[src/rtl/recon_io_master.sv]
// Avalon-MM master for the RECON IO register bus: serves host commands and
// autonomously reads/clears the peripheral IRQ status, reporting it as an event.
module recon_io_master #(
  parameter int ADDR_WIDTH      = 6,
  parameter int READ_LATENCY    = 1,
  parameter int IRQ_STATUS_ADDR = 7
) (
  input  logic                  clk,
  input  logic                  reset_n,
  input  logic                  cmd_valid,
  output logic                  cmd_ready,
  input  logic                  cmd_write,
  input  logic [ADDR_WIDTH-1:0] cmd_address,
  input  logic [31:0]           cmd_writedata,
  output logic                  rsp_valid,
  output logic                  rsp_write,
  output logic [31:0]           rsp_readdata,
  output logic                  evt_valid,
  input  logic                  evt_ready,
  output logic [31:0]           evt_status,
  input  logic                  irq_svc_en,
  input  logic                  irq,
  output logic [ADDR_WIDTH-1:0] avm_address,
  output logic                  avm_chipselect,
  output logic                  avm_read,
  output logic                  avm_write,
  output logic [31:0]           avm_writedata,
  input  logic [31:0]           avm_readdata,
  input  logic                  avm_waitrequest
);

  typedef enum logic [2:0] {
    IDLE, CMD_BUS, CMD_RWAIT, CMD_RSP, IRQ_RD, IRQ_RWAIT, IRQ_CLR
  } state_t;

  localparam logic [1:0]            LAT_LOAD = 2'(READ_LATENCY - 1);
  localparam logic [ADDR_WIDTH-1:0] IRQ_ADDR = ADDR_WIDTH'(IRQ_STATUS_ADDR);

  state_t     state;
  logic [1:0] lat_cnt;
  logic       irq_start;
  logic       bus_accept;

  // A held event blocks new service so the status of one service is never overwritten.
  assign irq_start  = irq && irq_svc_en && !evt_valid;
  assign cmd_ready  = reset_n && (state == IDLE) && !irq_start;
  assign bus_accept = !avm_waitrequest;

  // Sequencer: arbitration, bus strobes, read-latency wait, response and event registers.
  always_ff @(posedge clk or negedge reset_n) begin
    if (!reset_n) begin
      state          <= IDLE;
      lat_cnt        <= 2'd0;
      rsp_valid      <= 1'b0;
      rsp_write      <= 1'b0;
      rsp_readdata   <= 32'd0;
      evt_valid      <= 1'b0;
      evt_status     <= 32'd0;
      avm_address    <= '0;
      avm_chipselect <= 1'b0;
      avm_read       <= 1'b0;
      avm_write      <= 1'b0;
      avm_writedata  <= 32'd0;
    end else begin
      if (evt_valid && evt_ready) begin
        evt_valid <= 1'b0;
      end
      case (state)
        IDLE: begin
          if (irq_start) begin
            state          <= IRQ_RD;
            avm_chipselect <= 1'b1;
            avm_read       <= 1'b1;
            avm_write      <= 1'b0;
            avm_address    <= IRQ_ADDR;
          end else if (cmd_valid && cmd_ready) begin
            state          <= CMD_BUS;
            avm_chipselect <= 1'b1;
            avm_read       <= !cmd_write;
            avm_write      <= cmd_write;
            avm_address    <= cmd_address;
            avm_writedata  <= cmd_writedata;
          end
        end
        CMD_BUS: begin
          if (bus_accept) begin
            avm_chipselect <= 1'b0;
            avm_read       <= 1'b0;
            avm_write      <= 1'b0;
            lat_cnt        <= LAT_LOAD;
            if (avm_write) begin
              rsp_valid    <= 1'b1;
              rsp_write    <= 1'b1;
              rsp_readdata <= 32'd0;
              state        <= CMD_RSP;
            end else begin
              state        <= CMD_RWAIT;
            end
          end
        end
        CMD_RWAIT: begin
          if (lat_cnt == 2'd0) begin
            rsp_valid    <= 1'b1;
            rsp_write    <= 1'b0;
            rsp_readdata <= avm_readdata;
            state        <= CMD_RSP;
          end else begin
            lat_cnt <= lat_cnt - 2'd1;
          end
        end
        CMD_RSP: begin
          rsp_valid <= 1'b0;
          state     <= IDLE;
        end
        IRQ_RD: begin
          if (bus_accept) begin
            avm_chipselect <= 1'b0;
            avm_read       <= 1'b0;
            lat_cnt        <= LAT_LOAD;
            state          <= IRQ_RWAIT;
          end
        end
        IRQ_RWAIT: begin
          if (lat_cnt == 2'd0) begin
            // Zero status means a spurious or already-cleared interrupt: nothing to clear.
            if (avm_readdata == 32'd0) begin
              state <= IDLE;
            end else begin
              avm_chipselect <= 1'b1;
              avm_write      <= 1'b1;
              avm_writedata  <= avm_readdata;
              state          <= IRQ_CLR;
            end
          end else begin
            lat_cnt <= lat_cnt - 2'd1;
          end
        end
        IRQ_CLR: begin
          if (bus_accept) begin
            avm_chipselect <= 1'b0;
            avm_write      <= 1'b0;
            evt_valid      <= 1'b1;
            evt_status     <= avm_writedata;
            state          <= IDLE;
          end
        end
        default: begin
          state <= IDLE;
        end
      endcase
    end
  end

endmodule

[config.mk]
export PLATFORM = sky130hd
export DESIGN_NAME = recon_io_master
export DESIGN_NICKNAME = d
export VERILOG_FILES = /design/src/rtl/recon_io_master.sv
export SDC_FILE = /design/constraint.sdc
export NUM_CORES = 1
export LEC_CHECK = 0
export ABC_AREA = 1
export BUFFER_PORTS_ARGS = -buffer_cell sky130_fd_sc_hd__buf_2
export CORE_ASPECT_RATIO = 1.2
export CORE_MARGIN = 5
export CORE_UTILIZATION = 53
export DETAILED_ROUTE_END_ITERATION = 16
export PLACE_DENSITY = 0.85
export SLEW_MARGIN = 20
export SYNTH_ARGS = -nofsm -noshare
export SYNTH_HDL_FRONTEND = slang
export SYNTH_SLANG_ARGS = --single-unit
[constraint.sdc]
create_clock -name clk -period 3.65 [get_ports clk]
set_input_delay 0.73 -clock clk [delete_from_list [all_inputs] [get_ports clk]]
set_output_delay 0.73 -clock clk [all_outputs]
set_load 0.02 [all_outputs]
==> impl_results.md <==
- Final WS setup: 0.978 ns
- Hold WC Path Type: primary input to asynchronous set/reset pin
- Synth warnings: 0
- Num rows: 39
- Vias: 4841
- Hold Worst Slack: 0.305 ns
- Share of the synthesized area in the top cell type: 0.555
- Setup Buffers After CTS: 0
- Chip width: 99.5 um
- Routed length per instance: 17.3 um
- Final #Nets: 842
- Avg Inst Size Synth: 8.80 sq um
- Post-CTS Hold Fix Bufs: 0
- CP max FO: 37
- CORE AREA: 0.00947 sq mm
- Cell depth of the worst flop-to-flop path: 7
- H-tree depth: 4
- Buffers on Ports: 186
- Placed cells: 867
- PD cells: 978 mW/mm^2
- Largest net degree at the start of global routing: 81
- Die height: 117 um
- Synthesized area: 0.00509 sq mm
- Finished Layout Cells: 896
- Root buffer cell: clkbuf_16
- Detailed Route WL: 15500 um
- Period utilization: 0.732
- Leakage Power: 3.85 nW
- Layout cells sized above 1: 0.349
- Initial core utilization: 0.538
- Vias per cell: 5.40
- Vias in the first global route: 5025
- Met2 Usage GRT: 0.445
- Critical Path AT: 2.95 ns
- Top delay family on crit path: simple AND/OR/NAND/NOR gates
- Synth unique cells: 24
- Largest cells by area after synthesis: dfrtp_1 56%, nand2_1 13%, mux2_2 7.1%
- FF-to-FF setup slack: 0.98 ns
- CP required: 3.93 ns
- R2r startpoint: state[1]
- Post-synthesis instance total: 579
- Area after DPL: 0.00611 sq mm
- Worst path cell trace: inv_2 -> nand3_2 -> buf_4 -> a21oi_4 -> nand2_2 -> nand2_1 -> nand2_1
- Place WS: 0.945 ns
- RSZ-0062 raised after global routing: false
- HPWL after detailed placement: 10600 um
- GRT overflow: 0
- Syn_nets: 658
- Post_cts resized: 0
- Fill count: 763
- First-pass GRT wire length: 24800 um
- CTS tree: built
- Clock transition at path regs: 0.05 ns
- Most frequent cells in the layout: 185 x buf_2, 183 x nand2_1, 113 x dfrtp_1
- Die footprint: 0.0117 sq mm
- DRC viols: 0
- Commonest non-fill, non-tap cell in the layout: buf_2
- Kind of end point of the critical path: flop
- Antenna cells: 0
- Area grow syn2layout: 31.0%
- Post-synth top area cell: dfrtp_1
- Storage cell area: 0.00283 sq mm
- Skew final: 0.0114 ns
- Total CTS buffers: 17
- Overall power: 6.53 mW
- Clock Latency Late Sink: 0.41 ns
- M3 GR Usage: 0.0499
- Routability Congestion: 0.866
- I/O pins: 187
- Final TNS setup: 0 ns
- Overall fraction of global-route tracks in use: 0.269
- FF+latch count, synth: 113
- IR drop worst, VDD: 495 uV
- Final setup violation count: 0
- Final core occ: 0.705
- Seq/Total Area, Yosys: 0.555
- Slowest cell on the critical path: nand3_2
- Initial antenna violation count: 0
- Maxcap violations: 0
- Clk buf depth: 2
- Met1 usage in global routing: 0.334
- Critical Path Start Type: flop
- Bufs and invs on worst path: 2
- Max Fclk: 0.374 GHz
- DRT iter0 DRCs: 275
- Slew Limit Fails: 0
- CP most frequent cell: nand2_1
- Outcome: complete, no violations
- Worst reg2reg endpoint: avm_writedata[10]
- Multi-input gate area: 0.00193 sq mm
- Least-Margin Pin Slew: 1.06 ns
- Final Hold Viols: 0
- Clock sinks: 113
- Largest stage delay on the critical path: 0.50 ns
- Crit Path Class: flop to flop
- Pre-Repair DR Iteration Count: 4
- Final worst path period need: 2.67 ns
- Antenna-violating nets left: 0
- GR peak layer: met2
- Slew HR: 0.294
- Cell area after layout: 0.00667 sq mm
-- synth_stat cells --
library cell / instances
ha_1: 1
a21oi_1: 5
dfrtp_1: 113
buf_2: 17
nand3_1: 41
o21ai_0: 40
clkbuf_1: 5
nor2_1: 30
mux2_2: 32
nand2_2: 2
buf_1: 2
nand2_1: 183
buf_4: 3
a22o_1: 3
o21ai_1: 35
nor2_2: 1
a21oi_4: 1
o22a_1: 3
inv_2: 10
nor3_1: 1
nor2_4: 1
nand4_1: 3
inv_1: 44
nand3_2: 3
-- worst max path at each step --
stage                     from                 to  slack, ns  cells after the start
4_1_cts               state[1]  avm_writedata[10]       0.98                      7
5_1_grt               state[1]   avm_writedata[5]       0.78                      7
2_1_floorplan       irq_svc_en          cmd_ready       1.69                      3
3_3_place_gp   avm_waitrequest      evt_status[4]       1.01                      5
6_report              state[1]  avm_writedata[10]       0.98                      7
3_5_place_dp   avm_waitrequest      evt_status[8]       0.95                      5
-- power by group --
group	switching (mW)	internal [mW]
Combinational	1.82	0.900
Sequential	0.416	1.83
Clock	0.538	1.03
-- state kept, by name (all words and copies together) (netlist names), 2 cells and up --
register and flops:
avm_writedata 32, rsp_readdata 32, state 3, avm_address 6, evt_status 32, lat_cnt 2
-- routing by layer --
| layer | vias up | wire, um | part of all wire |
|---|---|---|---|
| met4 | 0 | 450 | 0.029 |
| met5 | - | 0 | 0 |
| li1 | 2233 | - | - |
| met3 | 36 | 1100 | 0.071 |
| met1 | 2334 | 6170 | 0.40 |
| met2 | 238 | 7760 | 0.50 |
-- cell type report --
| type | count | share of cell area |
|---|---|---|
| clock buffers | 24 | 0.0767 |
| clock inverters | 5 | 0.00787 |
| inverters | 54 | 0.0304 |
| multi-input cells | 385 | 0.289 |
| flip-flops and latches | 113 | 0.424 |
| well taps | 123 | 0.0231 |
| repair buffers | 192 | 0.149 |
-- logic make-up after synthesis --
| kind of cell | share of synthesized area |
|---|---|
| flops | 0.555 |
| compound gates | 0.0921 |
| mux | 0.0707 |
| buf+inv | 0.0661 |
| fa+ha+maj | 0.00246 |
| simple gates | 0.214 |
Power figures use the tool's default switching activity.
